### config.mk
export PLATFORM = sky130hd
export DESIGN_NAME = divider
export DESIGN_NICKNAME = d
export VERILOG_FILES = /design/src/rtl/divider.sv
export SDC_FILE = /design/constraint.sdc
export NUM_CORES = 1
export LEC_CHECK = 0
export ABC_AREA = 1
export BUFFER_PORTS_ARGS = -buffer_cell sky130_fd_sc_hd__buf_2
export CAP_MARGIN = 10
export CORE_ASPECT_RATIO = 0.7
export CORE_MARGIN = 1
export CORE_UTILIZATION = 51
export CTS_CLUSTER_DIAMETER = 100
export DETAILED_ROUTE_END_ITERATION = 10
export PLACE_DENSITY = 0.76
export SYNTH_ARGS = -nofsm -noshare
export SYNTH_HDL_FRONTEND = slang
export SYNTH_SLANG_ARGS = --single-unit
### constraint.sdc
create_clock -name clk -period 1.9 [get_ports clk]
set_input_delay 0.095 -clock clk [delete_from_list [all_inputs] [get_ports clk]]
set_output_delay 0.095 -clock clk [all_outputs]
set_load 0.01 [all_outputs]
### src/rtl/divider.sv
// Sequential restoring divider: 16-bit / 8-bit unsigned, one quotient bit per clock, ready pulse on completion.
// Optional feature macro: DIVIDER_DIV0_EN adds the registered div0 output flag.
module divider (
    input  logic        clk,
    input  logic        reset,
    input  logic        start,
    input  logic [15:0] dividend,
    input  logic [7:0]  divisor,
    output logic        ready,
    output logic [15:0] quotient,
    output logic [7:0]  remainder
`ifdef DIVIDER_DIV0_EN
    ,
    output logic        div0
`endif
);

    typedef enum logic [1:0] {
        IDLE = 2'd0,
        RUN  = 2'd1,
        DONE = 2'd2
    } state_t;

    state_t      state_r;
    state_t      state_s;
    logic [15:0] q_r;
    logic [7:0]  d_r;
    logic [7:0]  dvd_lo_r;
    logic [8:0]  r_r;
    logic [4:0]  count_r;
    logic        ready_r;
    logic [15:0] quotient_r;
    logic [7:0]  remainder_r;

    logic [8:0]  r_shift_s;
    logic [8:0]  r_next_s;
    logic [15:0] q_next_s;
    logic        last_s;
    logic        d_zero_s;

    // One restoring iteration: shift in the next dividend bit, subtract if it fits.
    always_comb begin
        r_shift_s = {r_r[7:0], q_r[15]};
        r_next_s  = r_shift_s;
        q_next_s  = {q_r[14:0], 1'b0};
        if (r_shift_s >= {1'b0, d_r}) begin
            r_next_s = r_shift_s - {1'b0, d_r};
            q_next_s = {q_r[14:0], 1'b1};
        end else begin
            r_next_s = r_shift_s;
            q_next_s = {q_r[14:0], 1'b0};
        end
        last_s   = (state_r == RUN) && (count_r == 5'd15);
        d_zero_s = (d_r == 8'd0);
    end

    // Next-state logic; start is only honoured in IDLE.
    always_comb begin
        state_s = state_r;
        case (state_r)
            IDLE: begin
                if (start) begin
                    state_s = RUN;
                end else begin
                    state_s = IDLE;
                end
            end
            RUN: begin
                if (last_s) begin
                    state_s = DONE;
                end else begin
                    state_s = RUN;
                end
            end
            DONE:    state_s = IDLE;
            default: state_s = IDLE;
        endcase
    end

    // State register.
    always_ff @(posedge clk) begin
        if (reset) begin
            state_r <= IDLE;
        end else begin
            state_r <= state_s;
        end
    end

    // Working registers: capture operands on accept, iterate while running.
    always_ff @(posedge clk) begin
        if (reset) begin
            q_r      <= 16'd0;
            d_r      <= 8'd0;
            dvd_lo_r <= 8'd0;
            r_r      <= 9'd0;
            count_r  <= 5'd0;
        end else begin
            case (state_r)
                IDLE: begin
                    if (start) begin
                        q_r      <= dividend;
                        d_r      <= divisor;
                        dvd_lo_r <= dividend[7:0];
                        r_r      <= 9'd0;
                        count_r  <= 5'd0;
                    end
                end
                RUN: begin
                    q_r     <= q_next_s;
                    r_r     <= r_next_s;
                    count_r <= count_r + 5'd1;
                end
                default: begin
                end
            endcase
        end
    end

    // Result registers load on the final-iteration edge; a zero divisor forces fixed values.
    always_ff @(posedge clk) begin
        if (reset) begin
            ready_r     <= 1'b0;
            quotient_r  <= 16'd0;
            remainder_r <= 8'd0;
        end else begin
            ready_r <= last_s;
            if (last_s) begin
                if (d_zero_s) begin
                    quotient_r  <= 16'hFFFF;
                    remainder_r <= dvd_lo_r;
                end else begin
                    quotient_r  <= q_next_s;
                    remainder_r <= r_next_s[7:0];
                end
            end
        end
    end

    assign ready     = ready_r;
    assign quotient  = quotient_r;
    assign remainder = remainder_r;

`ifdef DIVIDER_DIV0_EN
    logic div0_r;

    // Divide-by-zero flag, held alongside the results.
    always_ff @(posedge clk) begin
        if (reset) begin
            div0_r <= 1'b0;
        end else if (last_s) begin
            div0_r <= d_zero_s;
        end
    end

    assign div0 = div0_r;
`endif

endmodule

Word-level counts from Yosys, hierarchy flattened
Cells that the tools add are included.
Widths: inputs -> output; s select.
{"block": "totals", "ff_bits": 72, "in_bits": 27, "word_cells": 34}
{"block": "op_classes", "n_addsub": 2, "n_lt_le_gt_ge": 1, "n_eq_ne": 3, "n_mux": 13, "n_reduce_logical": 6}
{"operator": "$mux 16", "count": 2}
{"operator": "$pmux 16 s2", "count": 1}
{"operator": "$mux 8", "count": 3}
{"operator": "$pmux 8 s2", "count": 1}
{"operator": "$pmux 5 s2", "count": 1}
{"operator": "$ge 9x8->1", "count": 1}
{"operator": "$logic_not 8->1", "count": 1}
{"operator": "$sub 8x8->8", "count": 1}
{"operator": "$add 5x1->5 const B", "count": 1}
{"operator": "$eq 5x4->1 const B", "count": 1}
{"operator": "$mux 5", "count": 1}
{"operator": "$pmux 2 s2", "count": 1}
{"operator": "$reduce_and 2->1", "count": 2}
{"operator": "$eq 2x1->1 const B", "count": 1}
{"operator": "$logic_not 2->1", "count": 1}
{"operator": "$mux 1", "count": 2}
{"operator": "$mux 2", "count": 1}
{"operator": "$ne 2x2->1 const B", "count": 1}
{"operator": "$reduce_bool 2->1", "count": 1}
{"operator": "$logic_and 1x1->1", "count": 1}

Longest topological paths before layout
Gate-level depths: netlist (run 1).
{"block": "logic_depth", "depth_word": 4, "mapped_depth": 13, "ltp_nobuf": 13}

Least setup slack after synthesis (run 1)
OpenSTA, ideal clock, no wires.
{"block": "synth_path", "path_kind": "flip-flop to flip-flop", "start": "reg count_r[0]", "end": "reg quotient_r[0], in the netlist quotient[0]", "setup_time_ns": 0.117, "arrival_time_ns": 1.635, "required_time_ns": 1.783, "setup_slack_ns": 0.148, "stages_incl_launch_ff": 13, "n_path_buf": 1, "period_less_slack_ns": 1.752, "cell_sequence": "dfxtp_1 ha_1 inv_1 nor3_1 ha_1 inv_1 nor2_8 inv_2 nor2_1 inv_2 buf_6 o221ai_1 inv_1"}
{"block": "synth_between", "elab_chain_cells": 2}
{"element": "start, declared", "line": "30", "source": "logic [4:0] count_r;"}
{"element": "start signal, assigned", "line": "111", "source": "count_r <= count_r + 5'd1;"}
{"element": "$eq 5x4->1", "line": "53", "source": "last_s = (state_r == RUN) && (count_r == 5'd15);"}
{"element": "$logic_and 1x1->1", "line": "53"}
{"element": "end signal, assigned", "line": "132", "source": "quotient_r <= q_next_s;"}
{"element": "end, declared", "line": "32", "source": "logic [15:0] quotient_r;"}
No other way between the ends.
A chain may end at the register's enable or synchronous reset.

Final worst setup path (run 1)
{"block": "layout_path", "start": "reg r_r[1]", "end": "reg remainder_r[0], in the netlist remainder[0]"}
{"block": "layout_between", "elab_chain_cells": 3}
{"element": "start, declared", "line": "29", "source": "logic [8:0] r_r;"}
{"element": "start signal, assigned", "line": "110", "source": "r_r <= r_next_s;"}
{"element": "$ge 9x8->1", "line": "46", "source": "if (r_shift_s >= {1'b0, d_r}) begin"}
{"element": "$mux 8", "line": "46"}
{"element": "$mux 8", "line": "128", "source": "if (d_zero_s) begin"}
{"element": "end signal, assigned", "line": "130", "source": "remainder_r <= dvd_lo_r;"}
{"element": "end signal, assigned", "line": "133", "source": "remainder_r <= r_next_s[7:0];"}
{"element": "end, declared", "line": "33", "source": "logic [7:0] remainder_r;"}
No other way between the ends.

==> PnR_summary.wiki, run 1 <==
{| class="wikitable"
! Metric !! Value
|-
| Antenna violations before repair || 0
|-
| IO Count || 52
|-
| Outcome || finished, final reports clean
|-
| Critical setup path kind || reg -> reg
|-
| DR vias/cell || 5.33
|-
| Pins Over Slew Limit || 0
|-
| Portion of the clock cycle consumed by the worst path in the final layout || 0.958
|-
| Required time worst endpoint || 2110 ps
|-
| Largest stage delay on the critical path || 410 ps
|-
| Effective utilization at floorplan || 0.530
|-
| Total Die Area || 0.00683 sq mm
|-
| Worst hold slack across all endpoints || 22.7 ps
|-
| N_diodes || 0
|-
| Transition at the pin with the smallest max-transition slack || 707 ps
|-
| Overall track demand over capacity in global routing || 0.248
|-
| Crit start category || flop
|-
| Shortest clock period the worst path allows after layout || 1820 ps
|-
| Instance count of the mapped netlist || 445
|-
| Die width || 98.3 um
|-
| Proportion of layout cells with a drive suffix above 1 || 0.249
|-
| Cell row count || 24
|-
| Number of register bits inferred by synthesis || 71
|-
| Remaining global-route overflow || 0
|-
| Worst-path cell with the longest stage delay || sky130_fd_sc_hd__dfxtp_1
|-
| Cell area after synthesis || 0.00331 sq mm
|-
| Leading cell type in the layout, fill and taps excluded || sky130_fd_sc_hd__nand2_1
|-
| Post-Route Skew || 11.5 ps
|-
| Nets in the synthesized netlist || 483
|-
| TritonCTS Sinks || 71
|-
| Minimum setup slack after placement || 24.2 ps
|-
| DRC Markers || 0
|-
| Largest net degree at the start of global routing || 47
|-
| H-tree levels || 3
|-
| Cell at the root of the clock tree || sky130_fd_sc_hd__clkbuf_8
|-
| CP Cell Sequence || ha_4 > or2_1 > nand3_1 > nand2_2 > nand2_4 > nand2_8 > nand2_2 > nand3_1 > nand2_1 > a21oi_1
|-
| Top-area cell type share of the netlist area || 0.429
|-
| Seq/Total Area, Yosys || 0.429
|-
| Later-pin clock latency in the skew report || 350 ps
|-
| Area growth syn-to-layout || 20.7%
|-
| CTS buffer count || 9
|-
| Critical Path AT || 2030 ps
|-
| Mean instance size in the synthesized netlist || 7.44 sq um
|-
| Gpl congestion || 0.899
|-
| First-pass GRT wire length || 13.5 mm
|-
| Commonest non-fill, non-tap cells in the layout || sky130_fd_sc_hd__nand2_1 (127), sky130_fd_sc_hd__dfxtp_1 (70), sky130_fd_sc_hd__buf_2 (51), sky130_fd_sc_hd__nor2_1 (36), sky130_fd_sc_hd__inv_1 (35)
|-
| Library cells used by synthesis || 34
|-
| Crit path setup slack, layout || 79.8 ps
|-
| Number of iterations in the first detailed-routing pass || 6
|-
| Final Total Pwr || 4.01 mW
|-
| Port bufs || 51
|-
| WL per Instance || 14.0 um
|-
| Total Wirelength || 8.19 mm
|-
| Height of the chip || 69.4 um
|-
| Number of failing setup endpoints in the final timing report || 0
|-
| Final Hold Vio Count || 0
|-
| Clk buf depth || 2
|-
| Top cell family by delay on the critical path || simple AND/OR/NAND/NOR gates
|-
| Max VDD drop || 706 uV
|-
| Detailed placement HPWL || 5.60 mm
|-
| Iteration-0 DRC Markers || 346
|-
| TritonCTS clock tree || yes
|-
| Clock input transition at the sequential cells of the worst setup and hold paths || 80 ps
|-
| Sum of buffers and inverters on the critical path || 0
|-
| Power density normalized to cell area || 1000 mW/mm^2
|-
| Number of maximum-capacitance constraint violations || 0
|-
| Post-route ant nets || 0
|-
| Crit path capture type || flop
|-
| Worst min path class || in -> reg
|-
| Syn. warnings || 0
|-
| Top fanout value on the critical path || 10
|-
| Fmax || 549 MHz
|-
| # nets final || 540
|-
| Number of global-route vias before repair || 2836
|-
| Post-synthesis cell type with the largest combined area || sky130_fd_sc_hd__dfxtp_1
|-
| Number of post-CTS setup repair buffers || 0
|-
| Worst slew margin || 0.528
|-
| Area of the core || 0.00625 sq mm
|-
| Leading cell types by total area after synthesis || sky130_fd_sc_hd__dfxtp_1 (43%), sky130_fd_sc_hd__nand2_1 (15%), sky130_fd_sc_hd__a21oi_1 (5.1%), sky130_fd_sc_hd__inv_1 (4.5%), sky130_fd_sc_hd__nor2_1 (4.2%)
|-
| DR vias || 3119
|-
| Leakage power || 1.87 nW
|}
==> metal layers <==
layer	global-route usage	wire, um	up-vias
li1	-	-	1565
met1	0.365	4060	1433
met2	0.372	3610	111
met3	0.0524	460	10
met4	0.0597	66	0
met5	0	0	-
==> worst paths after layout <==
check / endpoint / slack, ps / start / depth (start not counted)
setup / recovery: remainder[0] / 80 / r_r[1] / 10
hold / removal: q_r[14] / 20 / dividend[14] / 3
setup reg to reg: remainder[0] / 80 / r_r[1] / 10
hold reg to reg: dvd_lo_r[0] / 470 / dvd_lo_r[0] / 2
==> worst min-delay path: stages <==
cell	delay [ps]
sky130_fd_sc_hd__buf_2	100
sky130_fd_sc_hd__nand2_1	50
sky130_fd_sc_hd__a31oi_1	70
==> per-stage QoR <==
stage,utilization,cells,instance area [sq um],setup TNS (ps)
6_report,0.640,585,4000,0
5_1_grt,0.640,585,4000,-224
4_1_cts,0.620,584,3870,0
3_5_place_dp,0.582,566,3630,0
3_3_place_gp,0.582,566,3630,0
2_1_floorplan,-,445,3310,0
==> sequential cells by signal, summed over array words and instances, names as in the netlist <==
| name | count |
|---|---|
| count_r | 5 |
| d_r | 8 |
| dvd_lo_r | 8 |
| q_r | 16 |
| quotient | 16 |
| r_r | 8 |
| remainder | 8 |
| state_r | 2 |
==> synth_stat cells, drive strengths merged <==
cell type and instances:
a21oi 38, ha 10, fa 1, or2 3
o221ai 11, buf 11, dfxtp 71, nor2b 1
nor3 3, nand4 3, o21ai 15, xnor2 1
inv 43, a31oi 16, nand3 24, nor2 42
nand2 140, a221oi 1, xor2 2, clkbuf 9
==> kinds of logic (layout without fill, tap and decap cells) <==
logic type,after synthesis,after routing,share of synthesized area
adders and majority gates,11,11,0.0438
xor gates and xnor gates,3,3,0.00793
AOI/OAI and AO/OA,81,81,0.147
DFF,71,71,0.429
and+or+nand+nor,216,218,0.287
buffers and inverters,63,123,0.0850
==> power breakdown <==
group	switching (mW)	internal (mW)	total [mW]
Clock	0.604	0.741	1.35
Combinational	0.656	0.383	1.04
Sequential	0.0613	1.56	1.62
Total	1.32	2.69	4.01
==> cell type report <==
| cell class | count | area [sq um] |
|---|---|---|
| Inverter | 43 | 164 |
| Multi-Input combinational cell | 313 | 1740 |
| Sequential cell | 71 | 1420 |
| Fill cell | 546 | 2250 |
| Tap cell | 78 | 97.6 |
| Clock buffer | 9 | 124 |
| Timing Repair Buffer | 64 | 355 |
| Clock inverter | 7 | 95.1 |
==> what timing repair did <==
action,4_1_cts,5_1_grt
pin swaps,1,0
gates resized for setup,1,22
gates cloned,1,1
endpoints found under the hold margin,1,0
endpoints found under the setup margin,1,32
hold buffers,1,0
Power figures use the tool's default switching activity.
==> run 2, diff against run 1 <==
- CORE_UTILIZATION: 51 -> 35
- PLACE_DENSITY: 0.76 -> default
==> run 2 against run 1 <==
- sequential share of layout area decreased by 1.3 points
- clock skew shrank 5.2 ps
- highest routed layer unchanged
- critical path type unchanged
- via count decreased by 0.93%
- power rose by 14%
==> PnR_summary.wiki, run 2 (synthesis gave the netlist of run 1 again) <==
{| class="wikitable"
! Metric !! Value
|-
| Clock input transition at the sequential cells of the worst setup and hold paths || 60 ps
|-
| Iteration-0 DRC Markers || 171
|-
| Cell repeated most along the worst path || sky130_fd_sc_hd__inv_1
|-
| Final Hold Vio Count || 0
|-
| Crit start category || flop
|-
| Transition at the pin with the smallest max-transition slack || 728 ps
|-
| # nets final || 539
|-
| Sum of buffers and inverters on the critical path || 5
|-
| Worst-path cell with the longest stage delay || sky130_fd_sc_hd__dfxtp_2
|-
| Pins Over Slew Limit || 0
|-
| H-tree levels || 3
|-
| Clk buf depth || 2
|-
| Worst setup slack for register-to-register paths || 120 ps
|-
| TritonCTS clock tree || yes
|-
| TritonCTS Sinks || 71
|-
| Depth of the critical timing path with buffers and inverters included || 11
|-
| Overall track demand over capacity in global routing || 0.180
|-
| Top fanout value on the critical path || 16
|-
| Reg2reg start || count_r[0]
|-
| Post-Route Skew || 6.35 ps
|-
| IO Count || 52
|-
| Number of iterations in the first detailed-routing pass || 4
|-
| Number of global-route vias before repair || 2899
|-
| Area post-placement || 0.00368 sq mm
|-
| DRC Markers || 0
|-
| Power density normalized to cell area || 1100 mW/mm^2
|-
| First element of the critical path || count_r[0]
|-
| Global Route met3 Usage || 0.0604
|-
| Max VDD drop || 467 uV
|-
| Height of the chip || 83.4 um
|-
| Logic depth of the worst register-to-register path || 11
|-
| Total Die Area || 0.00986 sq mm
|-
| Remaining global-route overflow || 0
|-
| Top cell family by delay on the critical path || simple AND/OR/NAND/NOR gates
|-
| WL per Instance || 13.4 um
|-
| Fmax || 562 MHz
|-
| GRT met2 Usage || 0.249
|-
| Cell row count || 29
|-
| Terminus of the critical flop-to-flop path || quotient[7]
|-
| Worst setup path endpoint || quotient[7]
|-
| Largest stage delay on the critical path || 350 ps
|-
| Gpl congestion || 0.877
|-
| Portion of the clock cycle consumed by the worst path in the final layout || 0.937
|-
| Crit path capture type || flop
|-
| CP Cell Sequence || ha_1 > inv_1 > nor3_2 > ha_1 > inv_1 > nor2_8 > inv_2 > nor2_2 > inv_4 > o221ai_1 > inv_1
|-
| Grt peak-use layer || met1
|-
| Proportion of layout cells with a drive suffix above 1 || 0.237
|-
| Largest net degree at the start of global routing || 47
|-
| Outcome || finished, final reports clean
|-
| Worst min path class || in -> reg
|-
| DR vias/cell || 4.90
|-
| Number of failing setup endpoints in the final timing report || 0
|-
| Post-route ant nets || 0
|-
| Port bufs || 51
|-
| Total non-filler cell area in the finished layout || 0.00415 sq mm
|-
| Leakage power || 1.92 nW
|-
| Later-pin clock latency in the skew report || 340 ps
|-
| Total Wirelength || 8.41 mm
|-
| Worst slew margin || 0.514
|-
| Cell at the root of the clock tree || sky130_fd_sc_hd__clkbuf_16
|-
| DR vias || 3090
|-
| Area growth syn-to-layout || 25.4%
|-
| M1 GR Usage || 0.260
|-
| Effective utilization at floorplan || 0.364
|-
| Leading cell type in the layout, fill and taps excluded || sky130_fd_sc_hd__nand2_1
|-
| Die width || 118 um
|-
| Commonest non-fill, non-tap cells in the layout || sky130_fd_sc_hd__nand2_1 (128), sky130_fd_sc_hd__dfxtp_1 (70), sky130_fd_sc_hd__buf_2 (51), sky130_fd_sc_hd__inv_1 (38), sky130_fd_sc_hd__nor2_1 (36)
|-
| Shortest clock period the worst path allows after layout || 1780 ps
|-
| Worst hold slack across all endpoints || 29.0 ps
|-
| Critical setup path kind || reg -> reg
|-
| Antenna violations before repair || 0
|-
| Detailed placement HPWL || 5.97 mm
|-
| Number of maximum-capacitance constraint violations || 0
|-
| N_diodes || 0
|-
| CTS buffer count || 9
|-
| Required time worst endpoint || 2130 ps
|-
| First-pass GRT wire length || 13.8 mm
|-
| Critical Path AT || 2010 ps
|-
| Area of the core || 0.00911 sq mm
|}
-- run 2: cell types whose count changed in the layout (fill, tap and decap cells not counted), moves of 2 or more --
| cell | change |
|---|---|
| sky130_fd_sc_hd__clkbuf_16 | +9 |
| sky130_fd_sc_hd__clkbuf_8 | -9 |
| sky130_fd_sc_hd__clkinv_2 | -2 |
| sky130_fd_sc_hd__ha_1 | +2 |
| sky130_fd_sc_hd__ha_4 | -2 |
| sky130_fd_sc_hd__inv_1 | +3 |
| sky130_fd_sc_hd__inv_2 | -3 |
| sky130_fd_sc_hd__nand2_2 | -2 |
-- run 2: worst reg2reg max path: stages (launching register included) --
cell and delay, ps:
sky130_fd_sc_hd__dfxtp_2 350, sky130_fd_sc_hd__ha_1 150, sky130_fd_sc_hd__inv_1 70, sky130_fd_sc_hd__nor3_2 160
sky130_fd_sc_hd__ha_1 190, sky130_fd_sc_hd__inv_1 100, sky130_fd_sc_hd__nor2_8 120, sky130_fd_sc_hd__inv_2 40
sky130_fd_sc_hd__nor2_2 140, sky130_fd_sc_hd__inv_4 110, sky130_fd_sc_hd__o221ai_1 180, sky130_fd_sc_hd__inv_1 50
-- run 2: timing repair --
item                                    in CTS  in global routing
resized for setup                            0                 20
hold buffers                                 1                  0
hold endpoints to repair                     1                  0
endpoints found under the setup margin       0                 32
setup buffers                                0                  2
-- run 2: worst min-delay path by stage --
| stage | slack (ps) | cells after the start | from | end |
|---|---|---|---|---|
| 3_5_place_dp | 340 | 3 | divisor[0] | d_r[0] |
| 5_1_grt | 40 | 3 | dividend[14] | q_r[14] |
| 2_1_floorplan | 230 | 2 | divisor[0] | d_r[0] |
| 6_report | 30 | 3 | dividend[9] | q_r[9] |
| 3_3_place_gp | 330 | 3 | divisor[0] | d_r[0] |
| 4_1_cts | 30 | 3 | dividend[9] | q_r[9] |
-- run 2: power by group --
part           total [mW]  switching (mW)  internal [mW]
registers            1.62          0.0593           1.56
clock network        1.86           0.695           1.17
logic                1.09           0.663          0.422
-- run 2: layer usage --
metal | part of all wire | routed length (um) | up-vias
li1 | - | - | 1568
met2 | 0.41 | 3430 | 75
met4 | 0.010 | 84 | 0
met1 | 0.53 | 4490 | 1441
met5 | 0 | 0 | -
met3 | 0.048 | 407 | 6
-- run 2: layout make-up --
class                           instances  area [sq um]
Sequential cell                        71          1420
Inverter                               43           164
Clock inverter                          7           105
Tap cell                              124           155
Multi-Input combinational cell        312          1710
Clock buffer                            9           225
Timing Repair Buffer                   64           368
Fill cell                             903          4950
-- run 2: per-stage QoR --
| step | std cells | utilization | setup WS [ps] | total power, mW | setup TNS, ps |
|---|---|---|---|---|---|
| after CTS | 627 | 0.441 | 3.95 | 4.45 | 0 |
| after floorplan | 445 | - | 148 | 2.38 | 0 |
| after global placement | 610 | 0.404 | 56.6 | 2.56 | 0 |
| final | 630 | 0.456 | 120 | 4.57 | 0 |
| after global routing | 630 | 0.456 | -15.0 | 4.81 | -35.5 |
| after detailed placement | 610 | 0.404 | 22.2 | 2.58 | 0 |
==> run 3, diff against run 2 <==
- GPL_TIMING_DRIVEN: default -> 0
==> run 3 against run 2 <==
- sequential cell count unchanged
- highest routed layer unchanged
- non-clock buffer count grew 15
- sequential share of layout area is 0.65 points lower
- global-route usage increased by 1.3 points
- die area stayed put
- combinational power up 6%
- first-iteration DRC count is 86% higher
- clock skew down 1.7 ps
- clock power down 11%
==> PnR_summary.wiki, run 3 (synthesis gave the netlist of run 1 again) <==
{| class="wikitable"
! Metric !! Value
|-
| Largest stage delay on the critical path || 320 ps
|-
| IO Count || 52
|-
| Worst-path cell with the longest stage delay || sky130_fd_sc_hd__dfxtp_1
|-
| N_diodes || 0
|-
| DR vias || 3247
|-
| Critical setup path kind || reg -> reg
|-
| Portion of the clock cycle consumed by the worst path in the final layout || 0.955
|-
| Pins Over Slew Limit || 0
|-
| DRC Markers || 0
|-
| Remaining global-route overflow || 0
|-
| Top cell family by delay on the critical path || simple AND/OR/NAND/NOR gates
|-
| Cell repeated most along the worst path || sky130_fd_sc_hd__nand2_4
|-
| Crit path capture type || flop
|-
| Transition at the pin with the smallest max-transition slack || 619 ps
|-
| Antenna violations before repair || 0
|-
| TritonCTS Sinks || 71
|-
| Die width || 118 um
|-
| Worst min path class || in -> reg
|-
| H-tree levels || 3
|-
| Commonest non-fill, non-tap cells in the layout || sky130_fd_sc_hd__nand2_1 (125), sky130_fd_sc_hd__dfxtp_1 (67), sky130_fd_sc_hd__buf_2 (58), sky130_fd_sc_hd__nor2_1 (36), sky130_fd_sc_hd__inv_1 (35)
|-
| Area occupied by multi-input gates || 0.00177 sq mm
|-
| Later-pin clock latency in the skew report || 330 ps
|-
| Cell at the root of the clock tree || sky130_fd_sc_hd__clkbuf_16
|-
| Sum of buffers and inverters on the critical path || 1
|-
| Number of iterations in the first detailed-routing pass || 5
|-
| Required time worst endpoint || 2110 ps
|-
| Shortest clock period the worst path allows after layout || 1810 ps
|-
| Outcome || finished, final reports clean
|-
| Number of failing setup endpoints in the final timing report || 0
|-
| Height of the chip || 83.4 um
|-
| Overall track demand over capacity in global routing || 0.193
|-
| Number of global-route vias before repair || 2907
|-
| Area of the core || 0.00911 sq mm
|-
| Total Die Area || 0.00986 sq mm
|-
| Final Hold Vio Count || 0
|-
| Crit start category || flop
|-
| Worst slew margin || 0.587
|-
| Proportion of layout cells with a drive suffix above 1 || 0.268
|-
| CP Cell Sequence || inv_2 > ha_4 > or2_1 > nand3_2 > nand2_4 > nand2_4 > nand2_8 > nand2_2 > nand3_1 > nand2_1 > a21oi_1
|-
| First-pass GRT wire length || 14.7 mm
|-
| CTS buffer count || 9
|-
| Count of filler cells inserted in the layout || 939
|-
| Number of maximum-capacitance constraint violations || 0
|-
| Iteration-0 DRC Markers || 318
|-
| Max VDD drop || 547 uV
|-
| Leakage power || 1.97 nW
|-
| Power density normalized to cell area || 1040 mW/mm^2
|-
| Effective utilization at floorplan || 0.364
|-
| Area growth syn-to-layout || 28.4%
|-
| Post-route ant nets || 0
|-
| Port bufs || 51
|-
| RSZ-0062 raised after global routing || yes
|-
| Clock input transition at the sequential cells of the worst setup and hold paths || 60 ps
|-
| # nets final || 555
|-
| Post-Route Skew || 4.64 ps
|-
| Cell row count || 29
|-
| Leading cell type in the layout, fill and taps excluded || sky130_fd_sc_hd__nand2_1
|-
| Clk buf depth || 2
|-
| Area used by sequential logic in the layout || 0.00143 sq mm
|-
| Largest net degree at the start of global routing || 12
|-
| DR vias/cell || 5.03
|-
| Top fanout value on the critical path || 6
|-
| TritonCTS clock tree || yes
|-
| Gpl congestion || 0.836
|-
| Detailed placement HPWL || 6.67 mm
|-
| WL per Instance || 14.1 um
|-
| Total Wirelength || 9.13 mm
|-
| Fmax || 551 MHz
|-
| Post-Route Utilization || 0.467
|-
| Final-layout setup total negative slack || 0 ps
|-
| Critical Path AT || 2030 ps
|}
## run 3: final cells by class
type / count / share of cell area
multi-input combinational: 313 / 0.417
tap: 124 / 0.0365
sequential: 71 / 0.336
buffer: 20 / 0.0285
clock buffer: 12 / 0.0580
timing repair buffer: 59 / 0.0747
clock inverter: 4 / 0.0106
inverter: 43 / 0.0391
## run 3: worst register-to-register path, stage by stage, from the launching register on
cell                      delay, ps
sky130_fd_sc_hd__dfxtp_1        320
sky130_fd_sc_hd__inv_2           60
sky130_fd_sc_hd__ha_4           250
sky130_fd_sc_hd__or2_1          270
sky130_fd_sc_hd__nand3_2        130
sky130_fd_sc_hd__nand2_4         80
sky130_fd_sc_hd__nand2_4        140
sky130_fd_sc_hd__nand2_8         90
sky130_fd_sc_hd__nand2_2         60
sky130_fd_sc_hd__nand3_1        130
sky130_fd_sc_hd__nand2_1        100
sky130_fd_sc_hd__a21oi_1         50
## run 3: final timing paths
check / startpoint / end / slack (ps) / cells after the start
worst min-delay path: dividend[9] / q_r[9] / 40 / 3
worst min register to register: remainder[3] / remainder[3] / 460 / 2
worst max register to register: d_r[2] / remainder[3] / 90 / 11
worst max-delay path: d_r[2] / remainder[3] / 90 / 11
## run 3: per-layer routing
metal  track usage  vias up  part of all wire
met5             0        -                 0
met4        0.0629        0             0.010
met3        0.0522       10             0.073
met2         0.266      114              0.40
met1         0.285     1519              0.51
li1              -     1604                 -
## run 3: stage by stage
stage | instance area (sq um) | hold slack (ps) | total power, mW | worst slack, ps | cells
2_1_floorplan | 3310 | 230 | 2.38 | 148 | 445
3_3_place_gp | 3720 | 331 | 2.61 | -154 | 620
3_5_place_dp | 3720 | 336 | 2.63 | -129 | 620
4_1_cts | 4070 | 31.5 | 4.33 | -21.9 | 639
5_1_grt | 4250 | 44.7 | 4.66 | -22.1 | 646
6_report | 4250 | 37.3 | 4.44 | 86.4 | 646
## run 3: where the power goes
group          switching, mW  internal, mW
sequential            0.0619          1.56
clock                  0.609          1.05
combinational          0.728         0.433
## run 3: what timing repair did
action                                 4_1_cts  5_1_grt
pin swaps                                    2        7
buffers inserted                             1        6
resized for setup                            6       31
endpoints found under the hold margin        1        0
hold buffers                                 1        0
setup endpoints to repair                   32       32
cloned                                       1        1
